**config.mk**
```make
export PLATFORM = sky130hd
export DESIGN_NAME = alu_main
export DESIGN_NICKNAME = d
export VERILOG_FILES = /design/src/rtl/alu_pkg.sv /design/src/rtl/alu_core.sv /design/src/rtl/alu_main.sv
export SDC_FILE = /design/constraint.sdc
export NUM_CORES = 1
export LEC_CHECK = 0
export BUFFER_PORTS_ARGS = -buffer_cell sky130_fd_sc_hd__buf_4
export CAP_MARGIN = 20
export CORE_MARGIN = 2
export CORE_UTILIZATION = 42
export CTS_CLUSTER_DIAMETER = 50
export DETAILED_ROUTE_END_ITERATION = 8
export GPL_TIMING_DRIVEN = 0
export SYNTH_ARGS = -nofsm -noshare
export SYNTH_HDL_FRONTEND = slang
export SYNTH_SLANG_ARGS = --single-unit
```
**constraint.sdc**
```tcl
create_clock -name clk -period 9.7 [get_ports clk]
set_input_delay 1.455 -clock clk [delete_from_list [all_inputs] [get_ports clk]]
set_output_delay 1.455 -clock clk [all_outputs]
set_load 0.02 [all_outputs]
```
**src/rtl/alu_pkg.sv**
```systemverilog
// Shared types and constants for the registered ALU slice.
// State encoding, op select bit positions and operand-control bit positions.
package alu_pkg;

   typedef enum logic [1:0] {
      ST_OFF  = 2'b00,
      ST_IDLE = 2'b01,
      ST_LOAD = 2'b10,
      ST_ACC  = 2'b11
   } state_t;

   localparam int OP_W   = 7;
   localparam int OP_ADD = 0;
   localparam int OP_SUB = 1;
   localparam int OP_MUL = 2;
   localparam int OP_AND = 3;
   localparam int OP_OR  = 4;
   localparam int OP_XOR = 5;
   localparam int OP_NOT = 6;

   localparam int SEL_W       = 3;
   localparam int SEL_CLR     = 0;
   localparam int SEL_LOAD    = 1;
   localparam int SEL_PERSIST = 2;

   // True when exactly one select bit is set.
   function automatic logic is_onehot(input logic [OP_W-1:0] v);
      return (v != '0) && ((v & (v - 7'd1)) == '0);
   endfunction

endpackage

```
**src/rtl/alu_core.sv**
```systemverilog
// Combinational operation unit of the registered ALU.
// Any select that is not exactly one-hot produces zero.
module alu_core
   import alu_pkg::*;
#(
   parameter int WIDTH = 8
) (
   input  logic [WIDTH-1:0] a,
   input  logic [WIDTH-1:0] b,
   input  logic [OP_W-1:0]  out_sel,
   output logic [WIDTH-1:0] result
);

   logic [2*WIDTH-1:0] prod;

   assign prod = {{WIDTH{1'b0}}, a} * {{WIDTH{1'b0}}, b};

   // Select one operation; illegal selects fall through to zero.
   always_comb begin
      result = '0;
      if (is_onehot(out_sel)) begin
         unique case (1'b1)
            out_sel[OP_ADD]: result = a + b;
            out_sel[OP_SUB]: result = a - b;
            out_sel[OP_MUL]: result = prod[WIDTH-1:0];
            out_sel[OP_AND]: result = a & b;
            out_sel[OP_OR]:  result = a | b;
            out_sel[OP_XOR]: result = a ^ b;
            out_sel[OP_NOT]: result = ~a;
            default:         result = '0;
         endcase
      end
   end

endmodule

```
**src/rtl/alu_main.sv**
```systemverilog
// Registered ALU with operand registers and a 2-bit control FSM.
// The FSM next state also chooses which operands feed the core.
module alu_main
   import alu_pkg::*;
#(
   parameter int WIDTH = 8
) (
   input  logic             clk,
   input  logic             rst,
   input  logic             on,
   input  logic [2:0]       in_sel,
   input  logic [WIDTH-1:0] num1,
   input  logic [WIDTH-1:0] num2,
   input  logic [6:0]       out_sel,
   output logic [WIDTH-1:0] out,
   output logic [1:0]       currState,
   output logic [1:0]       nextState
);

   state_t           cur_st;
   state_t           nxt_st;
   logic [WIDTH-1:0] reg_a;
   logic [WIDTH-1:0] reg_b;
   logic [WIDTH-1:0] reg_r;
   logic [WIDTH-1:0] core_a;
   logic [WIDTH-1:0] core_b;
   logic [WIDTH-1:0] core_r;

   // Next state by action priority: rst, off, clear, load, persist, hold.
   always_comb begin
      nxt_st = ST_IDLE;
      if (rst)
         nxt_st = ST_OFF;
      else if (!on)
         nxt_st = ST_OFF;
      else if (in_sel[SEL_CLR])
         nxt_st = ST_IDLE;
      else if (in_sel[SEL_LOAD])
         nxt_st = ST_LOAD;
      else if (in_sel[SEL_PERSIST])
         nxt_st = ST_ACC;
   end

   // Operand source follows the winning action.
   always_comb begin
      core_a = reg_a;
      core_b = reg_b;
      unique case (nxt_st)
         ST_LOAD: begin
            core_a = num1;
            core_b = num2;
         end
         ST_ACC: begin
            core_a = reg_r;
            core_b = num2;
         end
         default: begin
            core_a = reg_a;
            core_b = reg_b;
         end
      endcase
   end

   alu_core #(
      .WIDTH   (WIDTH)
   ) u_core (
      .a       (core_a),
      .b       (core_b),
      .out_sel (out_sel),
      .result  (core_r)
   );

   // State, operand and result registers.
   always_ff @(posedge clk) begin
      if (rst) begin
         cur_st <= ST_OFF;
         reg_a  <= '0;
         reg_b  <= '0;
         reg_r  <= '0;
      end else begin
         cur_st <= nxt_st;
         unique case (nxt_st)
            ST_OFF: begin
               reg_r <= '0;
            end
            ST_IDLE: begin
               if (in_sel[SEL_CLR]) begin
                  reg_a <= '0;
                  reg_b <= '0;
                  reg_r <= '0;
               end else begin
                  reg_r <= core_r;
               end
            end
            ST_LOAD: begin
               reg_a <= num1;
               reg_b <= num2;
               reg_r <= core_r;
            end
            ST_ACC: begin
               reg_a <= reg_r;
               reg_b <= num2;
               reg_r <= core_r;
            end
            default: begin
               reg_r <= '0;
            end
         endcase
      end
   end

   assign out       = reg_r;
   assign currState = cur_st;
   assign nextState = nxt_st;

endmodule

```
==> impl_summary.md, run 1 <==
STA
In the final timing run, aggregate negative setup slack is 0 ns. The routed design could run at a clock period as short as 7.49 ns. The worst slew margin relative to its limit is 34.6%. Setup violations remaining at the end of the flow were counted as 0. The total count of max-transition violations in the final report is 0. For the pin with the worst max-slew slack, the measured transition is 0.975 ns. Timing would allow up to 0.133 GHz.

Across all setup checks in the final design, the least slack found is 2.21 ns. The final worst-path cycle share is 77.2%. The hold violation total from the final report is 0. Setup repair after global routing left no endpoint under its margin. The clock skew is 0.0149 ns.

Worst setup path
Data arrives at the worst endpoint at 7.71 ns. The critical register-to-register path endpoint is out[7]. The endpoint type of the worst setup path is a flip-flop. For the worst flop-to-flop path, the logic depth is 21. The startpoint of the most critical setup path is rst. The most critical setup path has its endpoint at out[7]. The worst setup path is launched from a primary input. Of all nets on the critical path, the largest fanout is 10. For flop-to-flop paths, the worst setup slack is 4.07 ns. In this run the critical register-to-register path is launched from out[3]. The data required time of the worst path is 9.92 ns. The worst setup path category is in -> reg.

Power and ir drop
Across the VDD grid, the largest voltage drop is 0.0473 mV. Sequential cells burn 35.5% of the power. The analysis attributes to net switching a power of 0.103 mW. Combinational logic is responsible for 34.6% of the overall power. The clock group share of total power is 29.9%. The internal cell power is 0.212 mW. The cell leakage power is 1.84 nW. Power spread over the standard cell area amounts to 87.4 mW/mm^2. Net switching is 32.6% of the power. The total power consumption of the routed design is 0.315 mW.

Placed design
The worst setup slack after placement is 2.02 ns. The estimated wirelength of the detail-placed design is 7.13 mm. Counting tap cells, the placed design contains a total of 534 instances.

The congestion estimate from routability-driven global placement came to 0.951. Summing all placed instances gives a cell area of 0.00353 sq mm. Input and output buffers added on the ports amount to 37.

Layout
The final instance area is 0.00361 sq mm. The area growth from synthesis to layout is 15.1%. The area taken by flip-flops and latches is 520 sq um. The area taken by multi-input logic gates is 0.00234 sq mm.

The number of nets in the layout is 522. After filler insertion, the fill cell instance count of the layout stands at 752. 0 antenna diodes ended up in the layout. The post-route netlist has 13.2% of its cells at a drive strength greater than 1. After the flow finishes, the layout carries non-filler instances totaling 538.

Synthesis
The cell count after synthesis came out at 398. The yosys synthesis warning count is 0. The number of library cell types mapped by synthesis is 55.

The count of flip-flops with a built-in enable after synthesis is 0. The mean instance size in the synthesized netlist is 7.87 sq um. The proportion of synthesized chip area in sequential cells is 16.6%. In the post-synthesis netlist, the biggest area contributors are dfxtp_1 17%, ha_1 16%, fa_1 8.3%.

The number of nets produced by synthesis is 480. The commonest register cell after synthesis is dfxtp_1. The cell taking the most area after synthesis is dfxtp_1. The share of synthesized registers carrying an async set or reset is 0%. The portion of synthesized cell area occupied by the leading cell type is 16.6%. The number of flip-flops and latches in the synthesized netlist is 26. The post-synthesis instance area is 0.00313 sq mm.

Min path
The worst min-delay path category is reg -> reg.

CTS
The maximum level of the CTS H-tree is 1. Hold repair after CTS inserted 0 buffers. Clock tree synthesis found a total of 26 sinks. Once the clock tree was built, the setup fixing pass inserted 0 buffers.

Clock-pin slew was measured on the worst setup and hold paths at 0.11 ns. The clock root buffer master is clkbuf_8. Once the clock tree was built, the resizer swapped 0 gates to a different size. TritonCTS built the clock tree. The number of clock buffers inserted by TritonCTS is 3. The later pin in the worst-skew pair is clocked with a latency of 0.29 ns.

The maximum buffer depth of the clock tree is 2.

Floorplan
The floorplan step defined a die boundary enclosing 0.00817 sq mm. The core region is 0.00725 sq mm. The effective utilization at floorplan is 43.2%. The placement row count is 31. The I/O pin total is 41. The die extent in y is 90.4 microns. The die width is 90.4 microns.

Global routing
The via count of the first global-routing pass is 2918. Entering global routing, the biggest net connects 16 pins. The initial antenna violation count is 0. For this run, the total global-route usage over all layers was measured as 22.4%. The global-route wire length before repair is 14.7 mm. The total overflow left after global routing is 0.

Drt
The routed design has 8.95 mm of wire. In this run the remaining antenna-violating nets after routing total 0. In the final routed layout, each cell accounts on average for 16.6 microns. The number of DRC violations after detailed routing is 0. The initial DRC count is 203. Detailed routing inserted a total of 2972 vias. The first detailed-routing pass took 5 iterations. After detailed routing, the number of vias per cell comes to 5.52.

Run
The max-capacitance violation count is 0.

Status
The run finished with clean final reports.
==> worst min path at each step <==
stage             start  endpoint  slack (ns)  cells past startpoint
3_5_place_dp   reg_a[1]  reg_a[1]        0.47                      1
3_3_place_gp   reg_a[1]  reg_a[1]        0.47                      1
4_1_cts        reg_a[1]  reg_a[1]        0.49                      1
2_1_floorplan  reg_a[6]  reg_a[6]        0.45                      1
5_1_grt        reg_a[6]  reg_a[6]        0.52                      1
6_report       reg_a[1]  reg_a[1]        0.49                      1
==> critical path, cell delays in order <==
cell and delay, ns:
buf_4 0.12, nor3b_2 0.38, nand2_1 0.26, buf_2 0.26
buf_1 0.28, a21oi_1 0.85, inv_1 0.22, ha_1 0.28
ha_1 0.29, ha_1 0.14, inv_1 0.05, fa_1 0.51
inv_1 0.04, ha_1 0.22, fa_1 0.42, a21o_1 0.20
a21oi_1 0.19, xnor2_1 0.20, xnor3_1 0.48, xnor3_1 0.38
xnor2_1 0.24, nand2_1 0.09, a31oi_1 0.16
==> Yosys cell counts (all sizes together) (5+ instances only) <==
cell,number
clkbuf,12
ha,40
fa,13
nand3b,5
o21ai,22
xor2,7
nor2,31
a21oi,35
a21o,18
and3,8
dfxtp,26
a22oi,5
xnor2,15
a31oi,5
inv,47
nand2,42
a221oi,6
buf,7
==> sequential cells by signal, indices dropped and copies added (netlist names) <==
signal     flops
reg_b          8
out            8
reg_a          8
currState      2
==> final cells by class <==
class	count	area share, %
Multi-Input combinational cell	306	65.0
Sequential cell	26	14.4
Timing Repair Buffer	37	7.70
Inverter	47	4.89
Tap cell	99	3.44
Buffer	19	2.60
Clock buffer	3	1.15
Clock inverter	1	0.833
==> cells in the final DEF, fill, tap and decap left out, types with 4 or more instances in the layout <==
master,Yosys,layout
or3_1,4,4
dfxtp_1,26,26
a221oi_1,6,6
nor2_1,31,31
inv_1,46,46
and2_1,4,4
a22oi_1,5,5
and3_1,8,8
buf_4,1,38
a31oi_1,4,4
o21ai_1,4,4
ha_1,40,40
nor2b_1,4,4
fa_1,13,13
o21ai_0,18,18
a21o_1,18,18
clkbuf_1,12,12
a21oi_1,32,32
nand3b_1,5,5
nand2_1,42,42
xnor2_1,14,14
xor2_1,7,7
==> cells by family (layout without fill, tap and decap cells) <==
family,count (synthesis),in the layout,synth area share (%)
compound gates,114,114,24.2
simple gates,112,112,17.1
buf+inv,66,107,8.63
fa+ha+maj,54,54,24.6
flops,26,26,16.6
xor+xnor,25,25,8.55
mux,1,1,0.320
==> per-layer routing <==
metal  vias to the layer above  global-route usage, %  part of all wire (%)  wire (microns)
met2                       122                   34.6                    42            3780
li1                       1447                      -                     -               -
met4                         0                   6.92                   2.5             221
met5                         -                      0                     0               0
met1                      1382                   32.2                    48            4320
met3                        21                   3.17                   7.0             627
==> power by group through the flow <==
stage	clock network, mW	registers (mW)	logic, mW
2_1_floorplan	0	0.115	0.0748
3_3_place_gp	0	0.114	0.107
3_5_place_dp	0	0.114	0.108
4_1_cts	0.0944	0.112	0.109
5_1_grt	0.101	0.112	0.123
6_report	0.0944	0.112	0.109
==> stage by stage <==
stage	utilization, %	hold WS (ns)
final	49.7	0.493
after global routing	49.7	0.517
after CTS	49.7	0.495
after detailed placement	48.7	0.472
after global placement	48.7	0.468
after floorplan	-	0.449
Power figures use the tool's default switching activity.
==> inputs of run 2 (changes only) <==
==> constraint.sdc (replaced) <==
create_clock -name clk -period 6.6 [get_ports clk]
set_input_delay 0.99 -clock clk [delete_from_list [all_inputs] [get_ports clk]]
set_output_delay 0.99 -clock clk [all_outputs]
set_load 0.02 [all_outputs]
==> impl_summary.md, run 2 (synthesized netlist as in run 1, its figures left out) <==
Layout
The area growth from synthesis to layout is 17.9%. The final instance area was 0.00369 sq mm (+2.4%). The number of nets in the layout came to 521 (-0.19%).

The post-layout utilization of the core is 50.9% (+1.2 points). The most frequent standard cell in the layout excluding fill and tap cells is inv_1. In the layout the commonest cells are 46 x inv_1, 41 x nand2_1, 40 x ha_1. The number of antenna cells inserted is 0 (unchanged). The fraction of final layout cells with drive strength greater than 1 was 17.4% (+4.1 points). The final instance count without filler cells was 537 (-0.19%).

Drt
The initial DRC count was 213 (+4.9%). The number of DRC violations after detailed routing came to 0 (unchanged). The iteration count of the initial detailed-routing pass is 5 (unchanged).

The number of vias in the routed layout is 2983 (+0.37%). The total detailed-routing wirelength was 9.02 mm (+0.77%). The antenna violation net count after detailed routing is 0 (unchanged).

The wire length per cell is 16.8 microns (+0.96%). The via-per-instance ratio is 5.55 (+0.56%).

Placed design
The estimated wirelength of the detail-placed design is 7.13 mm (unchanged). The number of buffers inserted by port buffering is 37 (unchanged). The worst setup slack after placement is -0.617 ns (-2.63 ns). The final RePlAce weighted congestion came to 0.951 (unchanged).

The total placed instance area came to 0.00353 sq mm (unchanged). The total placed cells including tap cells is 534 (unchanged).

Worst setup path
The worst setup slack for register-to-register paths is 1.26 ns (-2.81 ns). The critical register-to-register path endpoint is out[7]. The endpoint type of the worst setup path is a flip-flop. The maximum fanout count along the critical path is 10 (unchanged).

The length in cells of the worst reg-to-reg path is 21 (unchanged). The worst setup path is of the in -> reg kind. The data arrival time of the worst path is 6.48 ns (-1.23 ns). The beginning of the worst register-to-register path is out[0]. The data required time of the worst path is 6.82 ns (-3.10 ns). The critical path launch point type is a primary input.

Power and ir drop
The maximum vdd ir drop is 0.0721 mV (+53%). The cell leakage power is 1.87 nW (+1.8%). The total power consumption of the routed design is 0.469 mW (+49%). The power density of the placed cells is 127 mW/mm^2 (+45%).

Floorplan
The die extent in y came to 90.4 microns (unchanged). The placeable core region is 0.00725 sq mm (unchanged). The placement row count is 31 (unchanged). The total die area is 0.00817 sq mm (unchanged). The die width is 90.4 microns (unchanged). The effective utilization at floorplan is 43.2% (unchanged). The I/O pin total is 41 (unchanged).

Global routing
The met1 track demand over resource in global routing came to 32.0% (-0.26 points). The global-route wire length before repair came to 14.8 mm (+0.33%). After global routing, the most crowded layer is met2. The met3 capacity usage during global routing is 3.67% (+0.50 points).

The via count of the first global-routing pass is 2913 (-0.17%). The maximum number of pins on one net before global-route repair is 16 (unchanged). The aggregate global routing overflow is 0 (unchanged).

The initial antenna violation count is 0 (unchanged). The total track usage was 22.5% (+0.071 points). The global routing usage on met2 came to 34.8% (+0.19 points).

STA
The worst-margin pin slew is 0.822 ns (-0.153 ns). The clock skew is 0.0149 ns (-0.0000842 ns). Setup repair after global routing left no endpoint under its margin. The final worst-path cycle share is 94.8%. The total count of max-transition violations in the final report is 0 (unchanged). The upper clock frequency limit is 0.160 GHz. The worst hold-check slack came to 0.497 ns (+0.00382 ns).

The time the final worst path needs with I/O delays and setup is 6.25 ns. The accumulated negative setup slack is 0 ns (unchanged). The final-report setup violation count is 0 (unchanged). The hold violation total from the final report was 0 (unchanged). The setup slack after layout came to 0.346 ns (-1.86 ns). The worst slew margin relative to its limit is 45.0% (+10 points).

Run
The max-capacitance violation count is 0 (unchanged).

CTS
The maximum level of the CTS H-tree is 1 (unchanged). The CTS tree is done. The source-to-sink clock delay at the later pin of the worst-skew pair is 0.29 ns (about the same). The number of clock buffers inserted by TritonCTS is 3 (unchanged). The number of setup buffers added after CTS is 0 (unchanged).

The maximum buffer depth of the clock tree is 2 (unchanged). The clock sink total is 26 (unchanged). The tree is rooted in a clkbuf_8. The clock-pin slew on the worst setup and hold paths was 0.11 ns (about the same).

Min path
The worst min-delay path category is reg -> reg. The worst min-delay path startpoint is reg_a[1]. The number of cells on the worst hold path is 1 (unchanged). The worst hold path endpoint is reg_a[1].

Status
The run finished with clean final reports.
## run 2: changes by cell type in the layout (fill, tap and decap cells not counted), moves of 2 or more
| cell | before | now |
|---|---|---|
| a21oi_1 | 32 | 28 |
| clkbuf_1 | 12 | 8 |
| a21o_1 | 18 | 15 |
| a21oi_2 | 2 | 5 |
| a21o_2 | 0 | 2 |
| clkbuf_4 | 0 | 2 |
| o22ai_1 | 3 | 1 |
## run 2: cell type report
type                    instances  area, sq um
well taps                      99          124
clock inverters                 1         30.0
repair buffers                 37          278
flip-flops and latches         26          520
clock buffers                   3         41.3
inverters                      47          176
plain buffers                  18          103
multi-input cells             306         2420
fillers                       748         3560
## run 2: worst max path at each step
stage          endpoint  startpoint  slack, ns  cells after the start
2_1_floorplan    out[7]   in_sel[1]       0.54                     24
3_3_place_gp     out[7]         rst      -0.56                     23
3_5_place_dp     out[7]         rst      -0.62                     23
4_1_cts          out[7]   in_sel[1]      0.004                     24
5_1_grt          out[7]   in_sel[1]       0.03                     24
6_report         out[7]   in_sel[1]       0.35                     24
## run 2: per-layer routing
layer,vias up,routed length (microns),part of all wire [%]
met4,0,159,1.8
met3,12,709,7.9
met2,124,3920,43
met5,-,0,0
met1,1402,4240,47
li1,1445,-,-
## run 2: worst max-delay path: stages
cell and delay (ns):
buf_2 0.14, or2_0 0.23, buf_2 0.19, nand2_2 0.15, inv_2 0.15, o21ai_2 0.51
inv_1 0.18, nand2_1 0.14, fa_1 0.20, inv_1 0.06, fa_1 0.47, ha_1 0.28
inv_1 0.05, fa_1 0.53, inv_1 0.04, ha_1 0.32, a21o_1 0.17, a21oi_1 0.18
xnor2_1 0.20, xnor3_1 0.47, xnor3_1 0.42, xnor2_2 0.16, nand2_1 0.07, a31oi_1 0.16
## run 2: report_power, final
| group | switching (mW) | internal (mW) | leakage, nW |
|---|---|---|---|
| registers | 0.00373 | 0.161 | 0.211 |
| logic | 0.0927 | 0.0730 | 1.63 |
| clock network | 0.0573 | 0.0814 | 0.0357 |
| total | 0.154 | 0.315 | 1.87 |
## run 2: timing repair
action | 4_1_cts | 5_1_grt
endpoints found under the setup margin | 1 | 1
gates cloned | 0 | 0
hold buffers | 0 | 0
resized for setup | 9 | 21
==> inputs of run 3 (changes only) <==
--- a/config.mk
+++ b/config.mk
@@ -5,13 +5,16 @@
 export SDC_FILE = /design/constraint.sdc
 export NUM_CORES = 1
 export LEC_CHECK = 0
+export ABC_AREA = 1
 export BUFFER_PORTS_ARGS = -buffer_cell sky130_fd_sc_hd__buf_4
 export CAP_MARGIN = 20
+export CORE_ASPECT_RATIO = 0.6
 export CORE_MARGIN = 2
 export CORE_UTILIZATION = 42
 export CTS_CLUSTER_DIAMETER = 50
 export DETAILED_ROUTE_END_ITERATION = 8
 export GPL_TIMING_DRIVEN = 0
+export HOLD_SLACK_MARGIN = 0.15
 export SYNTH_ARGS = -nofsm -noshare
 export SYNTH_HDL_FRONTEND = slang
 export SYNTH_SLANG_ARGS = --single-unit
==> impl_summary.md, run 3 <==
Status
The run finished with clean final reports.

Synthesis
The number of standard cells after synthesis is 475 (+19%). The commonest register cell after synthesis is dfxtp_1. The most instantiated library cell after synthesis is nand2_1. The number of flip-flops and latches in the synthesized netlist is 26 (unchanged).

By area the synthesized netlist is led by dfxtp_1 16%, ha_1 15%, nand2_1 14%. The cell taking the most area after synthesis is dfxtp_1. The proportion of synthesized chip area in sequential cells came to 15.8% (-0.77 points). The portion of synthesized cell area occupied by the leading cell type is 15.8% (-0.77 points). By count the netlist is led by 126 x nand2_1, 86 x inv_1, 40 x ha_1, 31 x nand3_1, 26 x dfxtp_1. The number of library cell types mapped by synthesis is 40 (-27%). The share of synthesized registers carrying an async set or reset is 0% (unchanged). The number of nets produced by synthesis is 557 (+16%).

The count of flip-flops with a built-in enable after synthesis is 0 (unchanged). The post-synthesis instance area is 0.00328 sq mm (+4.8%). The yosys synthesis warning count is 0 (unchanged). The mean instance size in the synthesized netlist is 6.91 sq um (-12%).

Global routing
The initial antenna violation count is 0 (unchanged). The aggregate global routing overflow came to 0 (unchanged). The maximum number of pins on one net before global-route repair was 16 (unchanged).

The total track usage is 22.6% (+0.12 points). The global-route wire length before repair came to 15.0 mm (+1.4%). The via count of the first global-routing pass is 2935 (+0.76%).

Power and ir drop
The maximum vdd ir drop is 0.0852 mV (+18%). The cell leakage power was 2.10 nW (+12%). The power density of the placed cells was 131 mW/mm^2 (+2.9%).

The total power consumption of the routed design is 0.493 mW (+5.1%).

Layout
The post-layout utilization of the core is 50.9% (about the same). The library cells used most frequently in the layout, excluding fill and tap cells, are 126 x nand2_1, 86 x inv_1, 40 x ha_1. The fraction of final layout cells with drive strength greater than 1 came to 17.5% (+0.19 points).

Compared with the post-synthesis result, the final layout area differs by 14.9%. The library cell used most frequently in the layout, excluding fill and tap cells, is nand2_1. The number of antenna cells inserted is 0 (unchanged). The number of nets in the layout is 596 (+14%).

The filler cell count came to 757 (+1.2%).

Drt
The antenna violation net count after detailed routing came to 0 (unchanged). The iteration count of the initial detailed-routing pass was 5 (unchanged). The length of routed met2 wiring is 3.74 mm (-4.5%). The detailed router used layers up to and including met4. The wire length per cell is 14.6 microns (-13%). The number of DRC violations after detailed routing came to 0 (unchanged). The initial DRC count is 180 (-15%). The via-per-instance ratio is 5.00 (-10%). The number of vias in the routed layout was 3085 (+3.4%). The total detailed-routing wirelength came to 8.98 mm (-0.44%). The met3 wire length is 741 microns (+4.5%).

The total routed wire length on the met1 layer came to 4.47 mm (+5.5%).

Placed design
The final RePlAce weighted congestion is 0.895 (-5.8%). The estimated wirelength of the detail-placed design came to 7.33 mm (+2.9%). The number of buffers inserted by port buffering was 34 (-8.1%).

Run
The max-capacitance violation count came to 0 (unchanged).

CTS
The clock-pin slew on the worst setup and hold paths is 0.07 ns (-0.04 ns). The CTS tree is done. The number of setup buffers added after CTS is 0 (unchanged). The number of clock buffers inserted by TritonCTS is 3 (unchanged). The maximum level of the CTS H-tree is 1 (unchanged).

The post-CTS resize count is 0 (-9). The maximum buffer depth of the clock tree came to 2 (unchanged). The total of hold buffers inserted after clock tree synthesis is 0 (unchanged).

The clock sink total came to 26 (unchanged). The clock root buffer master is clkbuf_16. The source-to-sink clock delay at the later pin of the worst-skew pair came to 0.27 ns (-0.02 ns).

STA
The clock skew is 0.00312 ns (-0.0117 ns). The final worst-path cycle share came to 85.6% (-9.2 points). The worst hold-check slack came to 0.466 ns (-0.0308 ns). The worst slew margin relative to its limit was 59.1% (+14 points). The upper clock frequency limit is 0.177 GHz (+11%).

The total count of max-transition violations in the final report is 0 (unchanged). The time the final worst path needs with I/O delays and setup is 5.65 ns (-0.607 ns). The hold violation total from the final report was 0 (unchanged). The final-report setup violation count came to 0 (unchanged). The worst-margin pin slew is 0.614 ns (-0.208 ns). The accumulated negative setup slack is 0 ns (unchanged). Setup repair after global routing left no endpoint under its margin.

Floorplan
The total die area is 0.00857 sq mm (+4.9%). The I/O pin total is 41 (unchanged). The die width came to 118 microns (+31%). The effective utilization at floorplan is 44.3% (+1.1 points). The placement row count is 24 (-23%).

The placeable core region is 0.00742 sq mm (+2.3%). The die extent in y is 72.5 microns (-20%).

Worst setup path
The length in cells of the worst reg-to-reg path is 23 (+9.5%). In this design, the critical path's most frequently occurring cell is nand2_1. The data arrival time of the worst path is 5.85 ns (-0.63 ns). In this run the critical register-to-register path is launched from out[1]. The maximum fanout count along the critical path is 10 (unchanged). The endpoint type of the worst setup path is a flip-flop. The data required time of the worst path was 6.80 ns (-0.02 ns). The largest stage delay on the critical path is 0.54 ns (about the same). The worst setup path is launched from a primary input. The critical register-to-register path endpoint is out[7]. The worst setup path category is in -> reg. In this run the worst setup path terminates at out[7]. The slowest library cell on the worst path is fa_1.

The worst setup slack for register-to-register paths is 2.01 ns (+0.75 ns). The startpoint of the most critical setup path is rst.

Min path
The worst min-delay path category is reg -> reg. The number of cells on the worst hold path came to 2 (+1).
[run 3: cell types whose count changed after synthesis, moves of 9 or more]
cell | previous run | this run
nor2_1 | 31 | 20
nand2_2 | 0 | 12
xnor2_1 | 14 | 0
nand3_1 | 3 | 31
a21oi_1 | 32 | 19
a21o_1 | 18 | 1
nand2_4 | 0 | 9
inv_1 | 46 | 86
nand2_1 | 42 | 126
[run 3: how the worst min path moves through the flow]
stage	start	end	slack, ns
final	reg_b[7]	reg_b[7]	0.47
after global routing	reg_b[0]	reg_b[0]	0.50
after CTS	reg_b[7]	reg_b[7]	0.47
after detailed placement	reg_b[7]	reg_b[7]	0.46
after global placement	reg_b[6]	reg_b[6]	0.45
after floorplan	reg_b[6]	reg_b[6]	0.45
[run 3: cells by family after synthesis]
family | after synthesis | share of synthesized area (%)
adders and majority gates | 53 | 23.2
buffers and inverters | 106 | 13.6
DFF | 26 | 15.8
and+or+nand+nor | 224 | 34.4
xor gates and xnor gates | 9 | 2.40
AOI/OAI and AO/OA | 57 | 10.6
[run 3: metrics by stage]
step           std cells  area [sq um]  setup WS, ns
6_report             617          3770         0.953
3_3_place_gp         613          3670         0.749
2_1_floorplan        475          3280          1.28
5_1_grt              617          3770         0.666
3_5_place_dp         613          3670         0.702
4_1_cts              617          3770         0.960
[run 3: power breakdown]
| part | switching (mW) | internal [mW] |
|---|---|---|
| Clock | 0.0587 | 0.121 |
| Combinational | 0.0949 | 0.0563 |
| Sequential | 0.00200 | 0.160 |
| Total | 0.156 | 0.338 |
[run 3: area by class of cell]
cell class	instances	area, sq um	area share, %
buffer	10	76.3	2.02
clock buffer	3	75.1	1.99
clock inverter	1	30.0	0.795
inverter	96	370	9.81
multi-input combinational	343	2320	61.4
sequential	26	520	13.8
tap	104	130	3.45
timing repair buffer	34	255	6.76
[run 3: layer usage]
| metal | global-route usage, % | up-vias |
|---|---|---|
| li1 | - | 1583 |
| met1 | 33.9 | 1418 |
| met2 | 34.2 | 82 |
| met3 | 4.40 | 2 |
| met4 | 3.08 | 0 |
| met5 | 0 | - |
[run 3: critical path, delay by kind of cell]
family	cells	cell delay, ns
compound gates	2	0.36
fa+ha+maj	6	2.34
simple gates	13	1.35
buf+inv	9	0.78
